`src/rtl/rhythm_pkg.sv`:
```
// Shared definitions for the rhythm sequencer.
// Contents:
//   DEF_*          default parameter values for the sequencer and its bus
//   state_t        playback FSM states
//   step_entry_t   one pattern entry {div, len, rest} at the default widths
package rhythm_pkg;

    localparam int DEF_STEPS    = 8;
    localparam int DEF_DIV_W    = 16;
    localparam int DEF_LEN_W    = 8;
    localparam int DEF_TICK_DIV = 4;

    typedef enum logic [1:0] {
        ST_IDLE,
        ST_LOAD,
        ST_PLAY,
        ST_DONE
    } state_t;

    typedef struct packed {
        logic [DEF_DIV_W-1:0] div;   // tone half-period in clk cycles, 0 = silent
        logic [DEF_LEN_W-1:0] len;   // step length in beats, 0 = skip
        logic                 rest;  // step is silent
    } step_entry_t;

endpackage

```
`src/rtl/rhythm_seq_if.sv`:
```
// Control/status bundle of the rhythm sequencer.
// Signals:
//   cfg_we, cfg_addr, cfg_div, cfg_len, cfg_rest  pattern write port
//   start, stop, loop                             playback control
//   busy, step_idx, step_strobe, tone_out, done   playback status
// Modports:
//   master  drives configuration/control, observes status
//   slave   the sequencer side
interface rhythm_seq_if import rhythm_pkg::*; #(
    parameter int STEPS = DEF_STEPS,
    parameter int DIV_W = DEF_DIV_W,
    parameter int LEN_W = DEF_LEN_W
);
    localparam int AW = $clog2(STEPS);

    logic             cfg_we;
    logic [AW-1:0]    cfg_addr;
    logic [DIV_W-1:0] cfg_div;
    logic [LEN_W-1:0] cfg_len;
    logic             cfg_rest;
    logic             start;
    logic             stop;
    logic             loop;
    logic             busy;
    logic [AW-1:0]    step_idx;
    logic             step_strobe;
    logic             tone_out;
    logic             done;

    modport master (
        output cfg_we, cfg_addr, cfg_div, cfg_len, cfg_rest, start, stop, loop,
        input  busy, step_idx, step_strobe, tone_out, done
    );

    modport slave (
        input  cfg_we, cfg_addr, cfg_div, cfg_len, cfg_rest, start, stop, loop,
        output busy, step_idx, step_strobe, tone_out, done
    );

endinterface

```
`src/rtl/rhythm_seq_tone_div.sv`:
```
// Square-wave tone divider: toggles tone every div enabled cycles,
// giving a period of 2*div cycles that starts low after clr.
// Ports:
//   clk    clock
//   reset  synchronous active-high reset
//   clr    restart the waveform (counter and tone to 0)
//   en     advance the counter this cycle
//   div    half-period in clk cycles; 0 holds the output low
//   tone   square-wave output
module tone_div import rhythm_pkg::*; #(
    parameter int DIV_W = DEF_DIV_W
) (
    input  logic             clk,
    input  logic             reset,
    input  logic             clr,
    input  logic             en,
    input  logic [DIV_W-1:0] div,
    output logic             tone
);

    logic [DIV_W-1:0] cnt;

    // NOTE: registers are written with <= so every flop samples pre-edge values.
    always_ff @(posedge clk) begin
        if (reset || clr) begin
            cnt  <= '0;
            tone <= 1'b0;
        end else if (en && div != '0) begin
            if (cnt == div - 1'b1) begin
                cnt  <= '0;
                tone <= ~tone;
            end else begin
                cnt <= cnt + 1'b1;
            end
        end
    end

endmodule

```
`src/rtl/rhythm_seq.sv`:
```
// Rhythm sequencer: plays a STEPS-entry pattern of {div, len, rest} steps,
// each lasting len beats of TICK_DIV clk cycles, emitting a gated square wave.
// Ports:
//   clk    clock
//   reset  synchronous active-high reset (also clears the pattern memory)
//   bus    rhythm_seq_if.slave: pattern write port, start/stop/loop control,
//          busy/step_idx/step_strobe/tone_out/done status
module rhythm_seq import rhythm_pkg::*; #(
    parameter int STEPS    = DEF_STEPS,
    parameter int DIV_W    = DEF_DIV_W,
    parameter int LEN_W    = DEF_LEN_W,
    parameter int TICK_DIV = DEF_TICK_DIV
) (
    input  logic         clk,
    input  logic         reset,
    rhythm_seq_if.slave  bus
);

    localparam int AW     = $clog2(STEPS);
    localparam int TICK_W = (TICK_DIV > 1) ? $clog2(TICK_DIV) : 1;
    localparam logic [TICK_W-1:0] TICK_LAST = TICK_W'(TICK_DIV - 1);
    localparam logic [AW-1:0]     LAST_STEP = AW'(STEPS - 1);

    typedef struct packed {
        logic [DIV_W-1:0] div;
        logic [LEN_W-1:0] len;
        logic             rest;
    } entry_t;

    entry_t           mem [STEPS];
    entry_t           mem_rd;
    entry_t           cur;          // entry latched for the step in progress
    state_t           state, state_d;
    logic [AW-1:0]    step_idx, step_d;
    logic [TICK_W-1:0] tick_cnt, tick_d;
    logic [LEN_W-1:0] beat_cnt, beat_d;
    logic             played, played_d;   // a len!=0 step ran in this pass
    logic             load_cur;
    logic             advance;
    logic             tone_raw;

    assign mem_rd = mem[step_idx];

    // NOTE: the pattern memory is cleared on reset, so it is built from flops
    // rather than a RAM macro.
    always_ff @(posedge clk) begin
        if (reset) begin
            for (int i = 0; i < STEPS; i++) begin
                mem[i] <= '0;
            end
        end else if (bus.cfg_we) begin
            mem[bus.cfg_addr] <= '{div: bus.cfg_div, len: bus.cfg_len, rest: bus.cfg_rest};
        end
    end

    // NOTE: every signal written here gets a default first so no latch is inferred.
    always_comb begin
        state_d  = state;
        step_d   = step_idx;
        tick_d   = tick_cnt;
        beat_d   = beat_cnt;
        played_d = played;
        load_cur = 1'b0;
        advance  = 1'b0;

        case (state)
            ST_IDLE: begin
                if (bus.start && !bus.stop) begin
                    state_d  = ST_LOAD;
                    step_d   = '0;
                    played_d = 1'b0;
                end
            end
            ST_LOAD: begin
                load_cur = 1'b1;
                tick_d   = '0;
                beat_d   = '0;
                if (mem_rd.len != '0) begin
                    state_d  = ST_PLAY;
                    played_d = 1'b1;
                end else begin
                    advance = 1'b1;
                end
            end
            ST_PLAY: begin
                // len beats of TICK_DIV cycles each; cur.len is nonzero here
                if (tick_cnt == TICK_LAST) begin
                    tick_d = '0;
                    if (beat_cnt == cur.len - 1'b1) begin
                        advance = 1'b1;
                    end else begin
                        beat_d = beat_cnt + 1'b1;
                    end
                end else begin
                    tick_d = tick_cnt + 1'b1;
                end
            end
            ST_DONE: begin
                state_d = ST_IDLE;
                step_d  = '0;
            end
            default: state_d = ST_IDLE;
        endcase

        if (advance) begin
            if (step_idx != LAST_STEP) begin
                step_d  = step_idx + 1'b1;
                state_d = ST_LOAD;
            end else if (bus.loop && played) begin
                // an all-silent-length pattern never loops, it finishes
                step_d   = '0;
                played_d = 1'b0;
                state_d  = ST_LOAD;
            end else begin
                state_d = ST_DONE;
            end
        end

        if (bus.stop && state != ST_IDLE) begin
            state_d = ST_IDLE;
            step_d  = '0;
        end
    end

    always_ff @(posedge clk) begin
        if (reset) begin
            state    <= ST_IDLE;
            step_idx <= '0;
            tick_cnt <= '0;
            beat_cnt <= '0;
            played   <= 1'b0;
            cur      <= '0;
        end else begin
            state    <= state_d;
            step_idx <= step_d;
            tick_cnt <= tick_d;
            beat_cnt <= beat_d;
            played   <= played_d;
            if (load_cur) begin
                cur <= mem_rd;
            end
        end
    end

    // The divider restarts whenever the FSM is outside PLAY, so each step's
    // tone begins low in its first PLAY cycle.
    tone_div #(.DIV_W(DIV_W)) u_tone_div (
        .clk   (clk),
        .reset (reset),
        .clr   (state != ST_PLAY),
        .en    ((state == ST_PLAY) && !cur.rest),
        .div   (cur.div),
        .tone  (tone_raw)
    );

    assign bus.busy        = (state != ST_IDLE);
    assign bus.step_idx    = step_idx;
    assign bus.step_strobe = (state == ST_LOAD);
    assign bus.done        = (state == ST_DONE);
    assign bus.tone_out    = tone_raw && (state == ST_PLAY) && !cur.rest && (cur.div != '0);

endmodule
```
`src/flat_wrapper.sv`:
```
// flat-port wrapper written by rule: the top's interface ports become plain ports
module rhythm_seq_flat import rhythm_pkg::*;
#(
    parameter int STEPS    = DEF_STEPS,
    parameter int DIV_W    = DEF_DIV_W,
    parameter int LEN_W    = DEF_LEN_W,
    parameter int TICK_DIV = DEF_TICK_DIV
)
  (clk, reset, bus_cfg_we, bus_cfg_addr, bus_cfg_div, bus_cfg_len, bus_cfg_rest, bus_start, bus_stop, bus_loop, bus_busy, bus_step_idx, bus_step_strobe, bus_tone_out, bus_done);
  rhythm_seq_if #(.STEPS(STEPS), .DIV_W(DIV_W), .LEN_W(LEN_W)) bus_i ();
  input  logic clk;
  input  logic reset;
  input wire logic [$bits(bus_i.cfg_we)-1:0] bus_cfg_we;
  input wire logic [$bits(bus_i.cfg_addr)-1:0] bus_cfg_addr;
  input wire logic [$bits(bus_i.cfg_div)-1:0] bus_cfg_div;
  input wire logic [$bits(bus_i.cfg_len)-1:0] bus_cfg_len;
  input wire logic [$bits(bus_i.cfg_rest)-1:0] bus_cfg_rest;
  input wire logic [$bits(bus_i.start)-1:0] bus_start;
  input wire logic [$bits(bus_i.stop)-1:0] bus_stop;
  input wire logic [$bits(bus_i.loop)-1:0] bus_loop;
  output wire logic [$bits(bus_i.busy)-1:0] bus_busy;
  output wire logic [$bits(bus_i.step_idx)-1:0] bus_step_idx;
  output wire logic [$bits(bus_i.step_strobe)-1:0] bus_step_strobe;
  output wire logic [$bits(bus_i.tone_out)-1:0] bus_tone_out;
  output wire logic [$bits(bus_i.done)-1:0] bus_done;
  assign bus_i.cfg_we = bus_cfg_we;
  assign bus_i.cfg_addr = bus_cfg_addr;
  assign bus_i.cfg_div = bus_cfg_div;
  assign bus_i.cfg_len = bus_cfg_len;
  assign bus_i.cfg_rest = bus_cfg_rest;
  assign bus_i.start = bus_start;
  assign bus_i.stop = bus_stop;
  assign bus_i.loop = bus_loop;
  assign bus_busy = bus_i.busy;
  assign bus_step_idx = bus_i.step_idx;
  assign bus_step_strobe = bus_i.step_strobe;
  assign bus_tone_out = bus_i.tone_out;
  assign bus_done = bus_i.done;
  rhythm_seq #(.STEPS(STEPS), .DIV_W(DIV_W), .LEN_W(LEN_W), .TICK_DIV(TICK_DIV)) u_core (.clk(clk), .reset(reset), .bus(bus_i));
endmodule
```
`config.mk`:
```
export PLATFORM = sky130hd
export DESIGN_NAME = rhythm_seq_flat
export DESIGN_NICKNAME = d
export VERILOG_FILES = /design/src/rtl/rhythm_pkg.sv /design/src/rtl/rhythm_seq_if.sv /design/src/rtl/rhythm_seq_tone_div.sv /design/src/rtl/rhythm_seq.sv /design/src/flat_wrapper.sv
export SDC_FILE = /design/constraint.sdc
export NUM_CORES = 1
export LEC_CHECK = 0
export CAP_MARGIN = 20
export CELL_PAD_IN_SITES_DETAIL_PLACEMENT = 1
export CELL_PAD_IN_SITES_GLOBAL_PLACEMENT = 1
export CORE_MARGIN = 2
export CORE_UTILIZATION = 55
export CTS_BUF_LIST = sky130_fd_sc_hd__clkbuf_8
export DETAILED_ROUTE_END_ITERATION = 10
export GPL_TIMING_DRIVEN = 0
export HOLD_SLACK_MARGIN = 0.02
export PLACE_DENSITY_LB_ADDON = 0.15
export SLEW_MARGIN = 10
export SYNTH_ARGS = -nofsm -noshare
export SYNTH_HDL_FRONTEND = slang
export SYNTH_SLANG_ARGS = --single-unit
```
`constraint.sdc`:
```
create_clock -name clk -period 4.14 [get_ports clk]
set_clock_uncertainty 0.2 [all_clocks]
set_input_delay 1.242 -clock clk [delete_from_list [all_inputs] [get_ports clk]]
set_output_delay 1.242 -clock clk [all_outputs]
set_load 0.1 [all_outputs]
```
==> insert_results.sql <==
INSERT INTO impl_metrics (metric_group, metric, value, unit) VALUES
('logic_synthesis', 'yosys_most_used_dff', 'sky130_fd_sc_hd__edfxtp_1', ''),
('grt', 'first_global_vias', '9346', ''),
('outcome', 'run_status', 'complete, no violations', ''),
('logic_synthesis', 'synth_seq_area_share', '56.4', '%'),
('logic_synthesis', 'ys.warnings.count', '0', ''),
('die', 'coreArea', '22600', 'sq um'),
('die', 'dieArea', '24300', 'sq um'),
('cts', 'clock_sinks', '258', ''),
('place', 'place_congestion', '0.816', ''),
('logic_synthesis', 'synthMuxAreaShare', '11.0', '%'),
('logic_synthesis', 'synth_compound_gate_area_share', '6.20', '%'),
('setup_path', 'reg2reg_depth', '6', ''),
('die', 'die_w', '156', 'um'),
('logic_synthesis', 'ys_seq_elements', '258', ''),
('place', 'place_hpwl', '23600', 'um'),
('power', 'power_density', '446', 'nW/um^2'),
('sta', 'rsz_0062_raised_after_global_routing', 'no', ''),
('final_layout', 'areaGrowthSynthToFinish', '12.2', '%'),
('sta', 'final.min_clock_period', '4.01', 'ns'),
('setup_path', 'critical_path_required', '4.12', 'ns'),
('logic_synthesis', 'synth_xor_area_share', '3.31', '%'),
('place', 'placed_cells', '1337', ''),
('min_path', 'worst_hold_path.num_cells', '2', ''),
('run', 'drv_cap', '0', ''),
('logic_synthesis', 'synth-edff-count', '200', ''),
('logic_synthesis', 'netlist_area', '12700', 'sq um'),
('route', 'wire_per_inst', '24.6', 'um'),
('setup_path', 'setup.worst_path.end_class', 'flip-flop', ''),
('cts', 'insertion_delay', '0.57', 'ns'),
('route', 'route.vias.total', '8785', ''),
('logic_synthesis', 'syn-num-nets', '1059', ''),
('sta', 'maxClockFrequency', '249', 'MHz'),
('grt', 'grt.total_usage', '29.6', '%'),
('power', 'power', '6.35', 'mW'),
('logic_synthesis', 'synthDistinctLibCells', '66', ''),
('grt', 'grt.overflow.total', '0', ''),
('sta', 'number_of_endpoints_with_negative_hold_slack_in_the_final_report', '0', ''),
('final_layout', 'fin_nets', '1148', ''),
('power', 'static-leakage-power', '4.89', 'nW'),
('route', 'drt-pass1-iter-count', '5', ''),
('place', 'port_buffers', '39', ''),
('power', 'max-vdd-ir-drop', '0.000273', 'V'),
('logic_synthesis', 'syn-mean-instance-area', '12.5', 'sq um'),
('logic_synthesis', 'synth-async-reset-ratio', '0', '%'),
('grt', 'use_met2', '51.2', '%'),
('cts', 'cts_made_buffers', '45', ''),
('sta', 'timing.max_slew.rel_slack', '26.0', '%'),
('min_path', 'holdCritPathClass', 'reg2reg', ''),
('logic_synthesis', 'post_synth_fa_ha_maj_area_fraction', '1.18', '%'),
('route', 'drc_errors', '0', ''),
('grt', 'gr_peak_layer', 'met2', ''),
('cts', 'cts_root_buf', 'sky130_fd_sc_hd__clkbuf_8', ''),
('logic_synthesis', 'synthSimpleGateAreaFrac', '19.3', '%'),
('final_layout', 'final_cell_mix', 'sky130_fd_sc_hd__and2_1, sky130_fd_sc_hd__edfxtp_1, sky130_fd_sc_hd__nor2_1', ''),
('setup_path', 'arrival', '3.99', 'ns'),
('cts', 'cts.hold.buffers_added', '0', ''),
('grt', 'grt_start_max_net_pins', '26', ''),
('cts', 'cts_tree', 'done', ''),
('setup_path', 'worst-r2r-setup-slack', '0.62', 'ns'),
('final_layout', 'cell_count_final_fillers_out', '1420', ''),
('grt', 'groute.layer.met1.usage', '38.5', '%'),
('logic_synthesis', 'dominant_combinational_cell_family_by_area_after_synthesis', 'simple AND/OR/NAND/NOR gates', ''),
('sta', 'finalCritPeriodShare', '96.8', '%'),
('cts', 'h-tree-depth', '2', ''),
('setup_path', 'crit_path_start_kind', 'primary input', ''),
('final_layout', 'layout.cells.most_common', 'sky130_fd_sc_hd__and2_1', ''),
('sta', 'tightestPinTransition', '1.10', 'ns'),
('grt', 'antenna_found_initial', '0', ''),
('die', 'placementRows', '55', ''),
('cts', 'max-clock-path-buffers', '3', ''),
('route', 'totalWireLength', '34900', 'um');
-- per-layer routing --
metal,part of all wire (%),routed length (um)
met5,0,0
met4,2.7,955
met3,5.4,1880
met2,51,17800
met1,41,14300
-- final timing paths --
kind / startpoint / endpoint
worst max-delay path: bus_cfg_we / u_core.mem[0][2]
worst min-delay path: u_core.cur[0] / u_core.cur[0]
worst max register to register: u_core.bus.step_idx[2] / u_core.cur[9]
worst min register to register: u_core.cur[0] / u_core.cur[0]
-- state kept, by name, indices dropped and copies added, names as in the netlist --
signal and flops:
u_core.state 2, u_core.played 1, u_core.cur 25, u_core.mem 200, u_core.u_tone_div.cnt 16, u_core.beat_cnt 8
u_core.tick_cnt 2, u_core.bus.step_idx 3, u_core.u_tone_div.tone 1
-- cell type report --
type	instances	area [sq um]
Fill cell	2302	8400
Sequential cell	258	7170
Multi-Input combinational cell	676	5210
Clock buffer	45	619
Timing Repair Buffer	42	405
Tap cell	285	357
Buffer	58	246
Clock inverter	35	156
Inverter	21	78.8
-- power by group --
group	internal (mW)	total, mW	switching (mW)
clock	1.02	2.08	1.06
combinational	0.459	1.14	0.679
sequential	2.99	3.13	0.147
-- cells by family (layout without fill, tap and decap cells) --
group           count (synthesis)  after routing
mux                            77             77
buf+inv                        79            201
xor+xnor                       48             48
fa+ha+maj                      12             12
flops                         258            258
compound gates                111            111
simple gates                  428            428
-- what timing repair did --
item,4_1_cts,5_1_grt
endpoints found under the setup margin,1,1
pin swaps,0,1
resized for setup,6,0
hold endpoints to repair,0,0
setup buffers,0,2
-- synth_stat cells (2+ instances only) --
master / instances / share of area [%]
sky130_fd_sc_hd__nand2b_1: 9 / 0.44
sky130_fd_sc_hd__o2111ai_1: 4 / 0.28
sky130_fd_sc_hd__and2_1: 204 / 10
sky130_fd_sc_hd__ha_1: 12 / 1.2
sky130_fd_sc_hd__mux4_2: 50 / 8.9
sky130_fd_sc_hd__or2_2: 9 / 0.44
sky130_fd_sc_hd__inv_1: 21 / 0.62
sky130_fd_sc_hd__edfxtp_1: 200 / 47
sky130_fd_sc_hd__o31ai_1: 2 / 0.12
sky130_fd_sc_hd__nand2_1: 25 / 0.74
sky130_fd_sc_hd__clkbuf_1: 42 / 1.2
sky130_fd_sc_hd__a21oi_1: 18 / 0.71
sky130_fd_sc_hd__or4_1: 2 / 0.12
sky130_fd_sc_hd__o211ai_1: 2 / 0.12
sky130_fd_sc_hd__buf_1: 5 / 0.15
sky130_fd_sc_hd__nor2b_1: 3 / 0.15
sky130_fd_sc_hd__and3_1: 7 / 0.34
sky130_fd_sc_hd__buf_6: 2 / 0.18
sky130_fd_sc_hd__o21ai_0: 19 / 0.75
sky130_fd_sc_hd__a211oi_1: 35 / 2.1
sky130_fd_sc_hd__and4_1: 2 / 0.14
sky130_fd_sc_hd__a31oi_1: 5 / 0.25
sky130_fd_sc_hd__nor3_1: 29 / 1.1
sky130_fd_sc_hd__o311a_1: 2 / 0.16
sky130_fd_sc_hd__a31o_2: 2 / 0.14
sky130_fd_sc_hd__nor4_4: 2 / 0.33
sky130_fd_sc_hd__xor2_1: 23 / 1.6
sky130_fd_sc_hd__buf_2: 8 / 0.32
sky130_fd_sc_hd__o211a_1: 2 / 0.16
sky130_fd_sc_hd__dfxtp_1: 58 / 9.1
sky130_fd_sc_hd__a2111oi_0: 2 / 0.14
sky130_fd_sc_hd__a21o_1: 4 / 0.24
sky130_fd_sc_hd__or3_1: 4 / 0.20
sky130_fd_sc_hd__nor4_1: 7 / 0.34
sky130_fd_sc_hd__mux2i_1: 27 / 2.1
sky130_fd_sc_hd__nor2_2: 2 / 0.099
sky130_fd_sc_hd__xnor2_1: 25 / 1.7
sky130_fd_sc_hd__nor2_1: 78 / 2.3
sky130_fd_sc_hd__nor4b_1: 4 / 0.28
sky130_fd_sc_hd__nand3_1: 11 / 0.43
sky130_fd_sc_hd__nand4_1: 13 / 0.64
sky130_fd_sc_hd__o21ba_2: 2 / 0.16
sky130_fd_sc_hd__nand3b_1: 4 / 0.24
sky130_fd_sc_hd__nor3b_1: 4 / 0.24
-- metrics by stage --
step / hold WS, ns / TNS, ns / utilization [%] / setup slack (ns) / area [sq um]
global placement: 0.272 / -10.50 / 59.4 / -0.324 / 13400
CTS: 0.292 / 0 / 62.8 / 0.116 / 14200
floorplan: 0.251 / 0 / - / 0.815 / 12700
detailed placement: 0.284 / -15.57 / 59.4 / -0.423 / 13400
finish: 0.289 / 0 / 62.9 / 0.132 / 14200
global route: 0.320 / 0 / 62.9 / 0.0135 / 14200
-- worst max-delay path: stages --
cell,delay [ns]
sky130_fd_sc_hd__clkdlybuf4s50_1,0.48
sky130_fd_sc_hd__or3b_2,0.54
sky130_fd_sc_hd__nor3_1,0.87
sky130_fd_sc_hd__or2_2,0.85
Power figures use the tool's default switching activity.
